### config.mk
export PLATFORM = sky130hd
export DESIGN_NAME = pc_fetch_unit
export DESIGN_NICKNAME = d
export VERILOG_FILES = /design/src/rtl/pc_fetch_unit.sv
export SDC_FILE = /design/constraint.sdc
export NUM_CORES = 1
export LEC_CHECK = 0
export CORE_UTILIZATION = 46
export DETAILED_ROUTE_END_ITERATION = 16
export GPL_TIMING_DRIVEN = 1
export PLACE_DENSITY_LB_ADDON = 0.3
export SLEW_MARGIN = 20
export SYNTH_ARGS = -nofsm -noshare
export SYNTH_HDL_FRONTEND = slang
export SYNTH_SLANG_ARGS = --single-unit
### constraint.sdc
create_clock -name clk -period 6.2 [get_ports clk]
set_clock_uncertainty 0.1 [all_clocks]
set_input_delay 1.55 -clock clk [delete_from_list [all_inputs] [get_ports clk]]
set_output_delay 1.55 -clock clk [all_outputs]
set_load 0.03 [all_outputs]
### src/rtl/pc_fetch_unit.sv
// pc_fetch_unit
//   Program-counter generator for an instruction fetch stage, with a small
//   circular return-address stack (RAS) for call/return prediction.
//
//   All addresses are word-granular: bit ADDR_OFS of a byte address is bit 0
//   of the instruction index.
//
// Ports
//   clk          clock, all state updates on the rising edge
//   rst          synchronous active-high reset
//   rst_addr     reset vector, sampled every cycle while rst is high
//   trap         trap request             / trap_vec     trap target
//   br_taken     taken branch or jump     / br_target    branch target
//   call         call redirect            / call_target  call target
//   call_link    return address pushed on a call
//   ret          return redirect          / ret_fallback target used when the RAS is empty
//   pc_ready     fetch accepts pc_addr this cycle
//   pc_valid     pc_addr is valid
//   pc_addr      current fetch address (registered)
//   ras_count    number of valid RAS entries
//   ras_ovf      one-cycle pulse: push onto a full RAS (oldest entry lost)
//   ras_unf      one-cycle pulse: return with an empty RAS
module pc_fetch_unit #(
  parameter  int ADDR_WIDTH = 32,
  parameter  int INSN_SIZE  = 4,
  parameter  int RAS_DEPTH  = 4,
  localparam int ADDR_OFS   = $clog2(INSN_SIZE)
) (
  input  logic                           clk,
  input  logic                           rst,
  input  logic [ADDR_WIDTH-1:ADDR_OFS]   rst_addr,
  input  logic                           trap,
  input  logic [ADDR_WIDTH-1:ADDR_OFS]   trap_vec,
  input  logic                           br_taken,
  input  logic [ADDR_WIDTH-1:ADDR_OFS]   br_target,
  input  logic                           call,
  input  logic [ADDR_WIDTH-1:ADDR_OFS]   call_target,
  input  logic [ADDR_WIDTH-1:ADDR_OFS]   call_link,
  input  logic                           ret,
  input  logic [ADDR_WIDTH-1:ADDR_OFS]   ret_fallback,
  input  logic                           pc_ready,
  output logic                           pc_valid,
  output logic [ADDR_WIDTH-1:ADDR_OFS]   pc_addr,
  output logic [$clog2(RAS_DEPTH):0]     ras_count,
  output logic                           ras_ovf,
  output logic                           ras_unf
);

  localparam int AW = ADDR_WIDTH - ADDR_OFS;
  localparam int PW = $clog2(RAS_DEPTH);
  localparam int CW = PW + 1;

  localparam logic [PW-1:0] PTR_ONE  = PW'(1);
  localparam logic [CW-1:0] CNT_ONE  = CW'(1);
  localparam logic [CW-1:0] CNT_FULL = CW'(RAS_DEPTH);

  typedef logic [ADDR_WIDTH-1:ADDR_OFS] addr_t;

  // Action selected for the next PC, in fixed priority order.
  typedef enum logic [2:0] {
    ACT_HOLD,
    ACT_SEQ,
    ACT_TRAP,
    ACT_BRANCH,
    ACT_RET,
    ACT_CALL,
    ACT_CALL_RET
  } act_e;

  act_e           act;

  addr_t          pc_q, pc_d;
  logic           valid_q, valid_d;
  logic [PW-1:0]  ptr_q, ptr_d;   // next free slot; top entry is ptr_q-1
  logic [CW-1:0]  cnt_q, cnt_d;
  logic           ovf_q, ovf_d;
  logic           unf_q, unf_d;

  addr_t          ras_mem [RAS_DEPTH];
  logic           wr_en;
  logic [PW-1:0]  wr_idx;
  logic [PW-1:0]  top_idx;
  logic           ras_empty;
  logic           ras_full;

  assign top_idx   = ptr_q - PTR_ONE;
  assign ras_empty = (cnt_q == '0);
  assign ras_full  = (cnt_q == CNT_FULL);

  always_comb begin
    act = ACT_HOLD;
    if (trap)                   act = ACT_TRAP;
    else if (br_taken)          act = ACT_BRANCH;
    else if (ret && call)       act = ACT_CALL_RET;
    else if (ret)               act = ACT_RET;
    else if (call)              act = ACT_CALL;
    else if (valid_q && pc_ready) act = ACT_SEQ;
  end

  always_comb begin
    pc_d    = pc_q;
    valid_d = 1'b1;
    ptr_d   = ptr_q;
    cnt_d   = cnt_q;
    ovf_d   = 1'b0;
    unf_d   = 1'b0;
    wr_en   = 1'b0;
    wr_idx  = ptr_q;

    unique case (act)
      ACT_SEQ:    pc_d = pc_q + AW'(1);
      ACT_TRAP:   pc_d = trap_vec;
      ACT_BRANCH: pc_d = br_target;
      ACT_RET: begin
        if (ras_empty) begin
          pc_d  = ret_fallback;
          unf_d = 1'b1;
        end else begin
          pc_d  = ras_mem[top_idx];
          ptr_d = top_idx;
          cnt_d = cnt_q - CNT_ONE;
        end
      end
      ACT_CALL: begin
        // The pointer wraps, so a push on a full stack lands on the oldest slot.
        pc_d  = call_target;
        wr_en = 1'b1;
        ptr_d = ptr_q + PTR_ONE;
        if (ras_full) ovf_d = 1'b1;
        else          cnt_d = cnt_q + CNT_ONE;
      end
      ACT_CALL_RET: begin
        // Pop and push fused: the top is replaced in place; an empty
        // stack degenerates to a plain push.
        wr_en = 1'b1;
        if (ras_empty) begin
          pc_d  = ret_fallback;
          unf_d = 1'b1;
          ptr_d = ptr_q + PTR_ONE;
          cnt_d = CNT_ONE;
        end else begin
          pc_d   = ras_mem[top_idx];
          wr_idx = top_idx;
        end
      end
      default: ;
    endcase
  end

  always_ff @(posedge clk) begin
    if (rst) begin
      pc_q    <= rst_addr;
      valid_q <= 1'b0;
      ptr_q   <= '0;
      cnt_q   <= '0;
      ovf_q   <= 1'b0;
      unf_q   <= 1'b0;
    end else begin
      pc_q    <= pc_d;
      valid_q <= valid_d;
      ptr_q   <= ptr_d;
      cnt_q   <= cnt_d;
      ovf_q   <= ovf_d;
      unf_q   <= unf_d;
    end
  end

  // Stack storage carries no reset; entries beyond cnt_q are never read.
  always_ff @(posedge clk) begin
    if (!rst && wr_en) ras_mem[wr_idx] <= call_link;
  end

  assign pc_valid  = valid_q;
  assign pc_addr   = pc_q;
  assign ras_count = cnt_q;
  assign ras_ovf   = ovf_q;
  assign ras_unf   = unf_q;

endmodule

---- Word-level counts from Yosys, hierarchy flattened ----
Memory sizes are Yosys's and may differ from the RTL's.
Cells that the tools add are included.
storage, ports and cells
  register bits ........................... 38
  memory bits (writable) .................. 120
  input bits .............................. 187
  output and inout port bits .............. 36
  word-level logic and storage cells ...... 60
  memories kept ........................... 1
memories
  memory   words  bits a word  rd ports  clocked after memory_dff  write ports  RTL line  RTL
  ras_mem  4      30           1         0                         1            79        addr_t ras_mem [RAS_DEPTH];
operators by class
  add/sub/neg operators ................... 5
  equality and inequality tests ........... 10
  multiplexer cells ....................... 23
  bitwise logic cells ..................... 2
  reductions and logical operators ........ 13
operators with widths
  operator               number
  $pmux 30 s5            1
  $mux 30                2
  $add 30x1->30 const B  1
  $mux 3                 8
  $eq 3x3->1 const B     4
  $pmux 3 s3             1
  $reduce_or 2->1        4
  $mux 1                 7
  $eq 3x2->1 const B     2
  $mux 2                 3
  $ne 2x2->1 const B     3
  $pmux 2 s3             1
  $reduce_bool 6->1      1
  $reduce_and 4->1       1
  $add 3x1->3 const B    1
  $eq 3x1->1 const B     1
  $logic_and 1x1->1      3
  $logic_not 3->1        1
  $reduce_bool 3->1      1
  $sub 3x1->3 const B    1
  $add 2x1->2 const B    1
  $not 1->1              2
  $reduce_and 2->1       1
  $sub 2x1->2 const B    1
  $logic_not 1->1        1

---- Logic depth before layout (Yosys ltp) ----
  depth after elaboration ................. 13
  gate-level depth with buffers ........... 10
  gate-level depth less buffers ........... 7

---- Least setup slack after synthesis ----
Ideal clock, no wire load.
  kind .................................... input -> register
  from .................................... input port rst
  to ...................................... memory ras_mem[3][0] (netlist bit) (enable)
  library setup time ...................... 463 ps
  data arrival time ....................... 4451 ps
  required time ........................... 5637 ps
  setup slack ............................. 1185 ps
  stages .................................. 4
  path buffers ............................ 3
  cell sequence ........................... clkbuf_1 -> clkbuf_1 -> clkbuf_1 -> a211oi_1
on the way
  word-level cells in the longest chain between the ends .. 4
ends and longest elaborated chain
  element                       RTL line  RTL
  from (decl)                   30        input logic rst,
  $logic_not 1->1               170       if (!rst && wr_en) ras_mem[wr_idx] <= call_link;
  $logic_and 1x1->1             170
  $mux 1                        170
  $mux 1 (not written as such)  170
  to (decl)                     79
No other way between the ends.

---- Worst setup path in the final report ----
  from .................................... input port br_taken
  to ...................................... register pc_q[18] (netlist: pc_addr[20]) (data pin)
on the way
  word-level cells in the longest chain between the ends .. 6
  elaborated cells on any way between the ends .. 11
  classes of those cells .................. eq/ne: 6; mux: 4; reduce/logical: 1
ends and longest elaborated chain
  element                           RTL line  RTL
  from (decl)                       34        input logic br_taken,
  $mux 3 (*)                        93        else if (br_taken) act = ACT_BRANCH;
  $mux 3 (*)                        92        if (trap) act = ACT_TRAP;
  $eq 3x3->1                        110       unique case (act)
  $reduce_or 2->1 (no source line)  --
  $pmux 30 s5 (*)                   110
  $mux 30 (*)                       151       if (rst) begin
  to (signal assigned)              152       pc_q <= rst_addr;
  to (signal assigned)              159       pc_q <= pc_d;
  to (decl)                         72        addr_t pc_q, pc_d;
Every way passes the cells marked *; elsewhere a longest branch is shown, timed or not.
A chain may end at the register's enable or synchronous reset.

==> qor.txt <==
Final Hold Vio Count: 0
Clk Latency, worst-skew pair: 420 ps
Placed inst area: 10,200 um2
Reg power frac: 0.458
FMAX: 0.243 GHz
CP arrival: 4270 ps
R2r startpoint: pc_addr[2]$_DFFE_PP_
Sw power: 686 uW
Syn_nets: 746
Iteration count of the initial detailed-routing pass: 5
Worst-Margin Slew: 1050 ps
Critical path class: input port to register
Setup Fix Bufs, Post-CTS: 0
Tot GR Track Use: 0.280
Worst setup EP type: register
Hold WC Path Type: register to register
Most frequent cells after synthesis: edfxtp_1 (150), a21oi_1 (37), a221o_1 (35), mux4_2 (30), nand2_1 (25)
Die width: 132 um
Unrepaired setup endpoints after global routing: false
Fin cells: 1,008
Ports: 223
Status: completed
Worst Path Required: 6350 ps
Largest family of logic cells by synthesized area: compound AO/OA/AOI/OAI gates
Syn_area_per_cell: 14.0 um2
Num CTS Buffers: 17
Placed cells: 976
Hold path start: ras_count[1]$_SDFFE_PP0P_
XOR/XNOR Fraction of Synth Area: 0.0270
First-pass GRT wire length: 36,200 um
Starting Density: 0.470
Vias in the first global route: 6,147
Tot Pwr: 2.72 mW
Drt wl/cell: 23.7 um
Max-slew violations: 0
Top cells by area, synth: edfxtp_1 (58%), mux4_2 (8.7%), a221o_1 (4.5%)
Bufs on Longest Clock Path: 2
Setup TNS: 0 ps
Ant diodes: 0
Fin worst setup slack: 2080 ps
Count leader, synth: edfxtp_1
CTS tree: built
Simple-gate area share of the yosys netlist: 0.0875
Clock power share: 0.381
CP Launch Type: input port
Synth-to-Final Area Change: 39.0%
Crit path from: br_taken
Hold Buf Count CTS: 0
Core Area: 16,600 um2
Post-route minimum period: 4120 ps
Yosys top cell area share: 0.578
Endpoints failing setup: 0
DRT antenna net count: 0
Fraction of registers with async set/reset: 0
Port buffer count: 222
Multiplexer share of the synthesized area: 0.0895
Combinational share of power: 0.161
Synth Register Bits: 158
CTS resizes: 0
Full die area: 17,500 um2
FP Rows: 47
Share of the yosys chip area belonging to registers: 0.599
Die outline height: 132 um
Worst slack at placement: 1700 ps
Vias per cell: 6.16
Lkg Pwr: 3.51 nW
Net count reported at finish: 964
Peak supply drop: 0.000204 V
Post-synth EDFFs: 150
Synth cell types: 63
Adder-cell share of the synthesized area: 0.00418
Layout cells sized above 1: 0.122
# fillers: 1,247
Max transition margin: 0.300
Internal power: 2.04 mW
Largest net degree at the start of global routing: 39
Antenna violations before repair: 0
Synth Area in Compound Gates: 0.162
RD Place Congestion: 0.950
Synth area leader: edfxtp_1
Grt total ovfl: 0
PwrDens: 251 nW/um2
Crit-path max FO: 28
Synth Flop Type: edfxtp_1
Register clock-pin slew on the reported worst setup and hold paths: 60 ps
Mapped cell area: 7790 um2
Tcrit/Tclk final: 0.665
Root buf cell: clkbuf_16
Final Cell Area: 10,800 um2
Worst hold slack: 486 ps
H-tree levels: 4
Fin util: 0.653
Drt drc: 0
Post-DP HPWL: 17,100 um
Drt initial violations: 710
Clock tree sinks: 158
Gate Count Post-Synth: 557
Sw frac: 0.252
Max-Cap Viols: 0
Final WL: 23,900 um
Vias: 6,210
Synth Warn #: 0
-- power groups by stage --
stage	registers (mW)	logic, mW	clock network (mW)
after CTS	1.25	0.438	1.05
after floorplan	1.30	0.162	0
after global routing	1.25	0.466	1.09
after detailed placement	1.27	0.435	0
after global placement	1.27	0.430	0
final	1.25	0.439	1.04
-- kinds of logic (layout without fill, tap and decap cells) --
group                      count (synthesis)  after routing
AOI/OAI and AO/OA                        166            166
buffers and inverters                     52            283
muxes                                     32             32
adders and majority gates                  2              2
DFF                                      158            158
xor gates and xnor gates                  24             24
and+or+nand+nor                          123            123
-- layout make-up --
| class | count | area, um2 | area share |
|---|---|---|---|
| multi-input combinational | 347 | 2910 | 0.269 |
| tap | 220 | 275 | 0.0254 |
| timing repair buffer | 239 | 2340 | 0.217 |
| clock buffer | 18 | 429 | 0.0396 |
| inverter | 12 | 45.0 | 0.00416 |
| clock inverter | 14 | 159 | 0.0147 |
| sequential | 158 | 4670 | 0.431 |
-- per-layer routing --
layer  routed length [um]  global-route usage  vias to the layer above
li1                     -                   -                     2742
met1                 9860               0.381                     3085
met2                11200               0.432                      348
met3                 2200              0.0754                       35
met4                  601               0.102                        0
met5                    0                   0                        -
-- critical path: stages --
cell and delay (ps):
clkdlybuf4s50_1 410, buf_4 240, nor2_1 370, and4b_1 970, buf_4 300, a221o_1 150, a211oi_1 50, a221oi_2 220
-- sequential cells by signal, summed over array words and instances (netlist names) --
name       count
ras_count      3
ras_ovf        1
ptr_q          2
pc_addr       30
ras_unf        1
pc_valid       1
ras_mem      120
-- path summary, 6_finish.rpt --
check / endpoint / slack, ps / cells after the start
max: pc_addr[20]$_DFFE_PP_ / 2080 / 8
min: ras_count[1]$_SDFFE_PP0P_ / 490 / 2
max reg2reg: pc_addr[28]$_DFFE_PP_ / 3480 / 6
min reg2reg: ras_count[1]$_SDFFE_PP0P_ / 490 / 2
-- placed cells by master (no fill, tap or decap), drive strengths merged, types with 5 or more instances in the layout --
master         synthesis  final
dfxtp                  8      8
clkinv                 1      6
o2bb2ai                9      9
nand3                 15     15
a211oi                 5      5
o21ai                 24     24
clkdlybuf4s50          0    221
nand4                 10     10
nor2                  20     20
xor2                   9      9
nor3                  13     13
nand2                 25     25
a21oi                 37     37
nor4                   7      7
xnor2                 15     15
buf                   15     18
clkbuf                25     18
edfxtp               150    150
mux4                  30     30
inv                   11     16
a221oi                19     19
a221o                 35     35
a2bb2oi                9      9
nand2b                 9      9
Note: power is estimated with default switching activity, not from simulation.
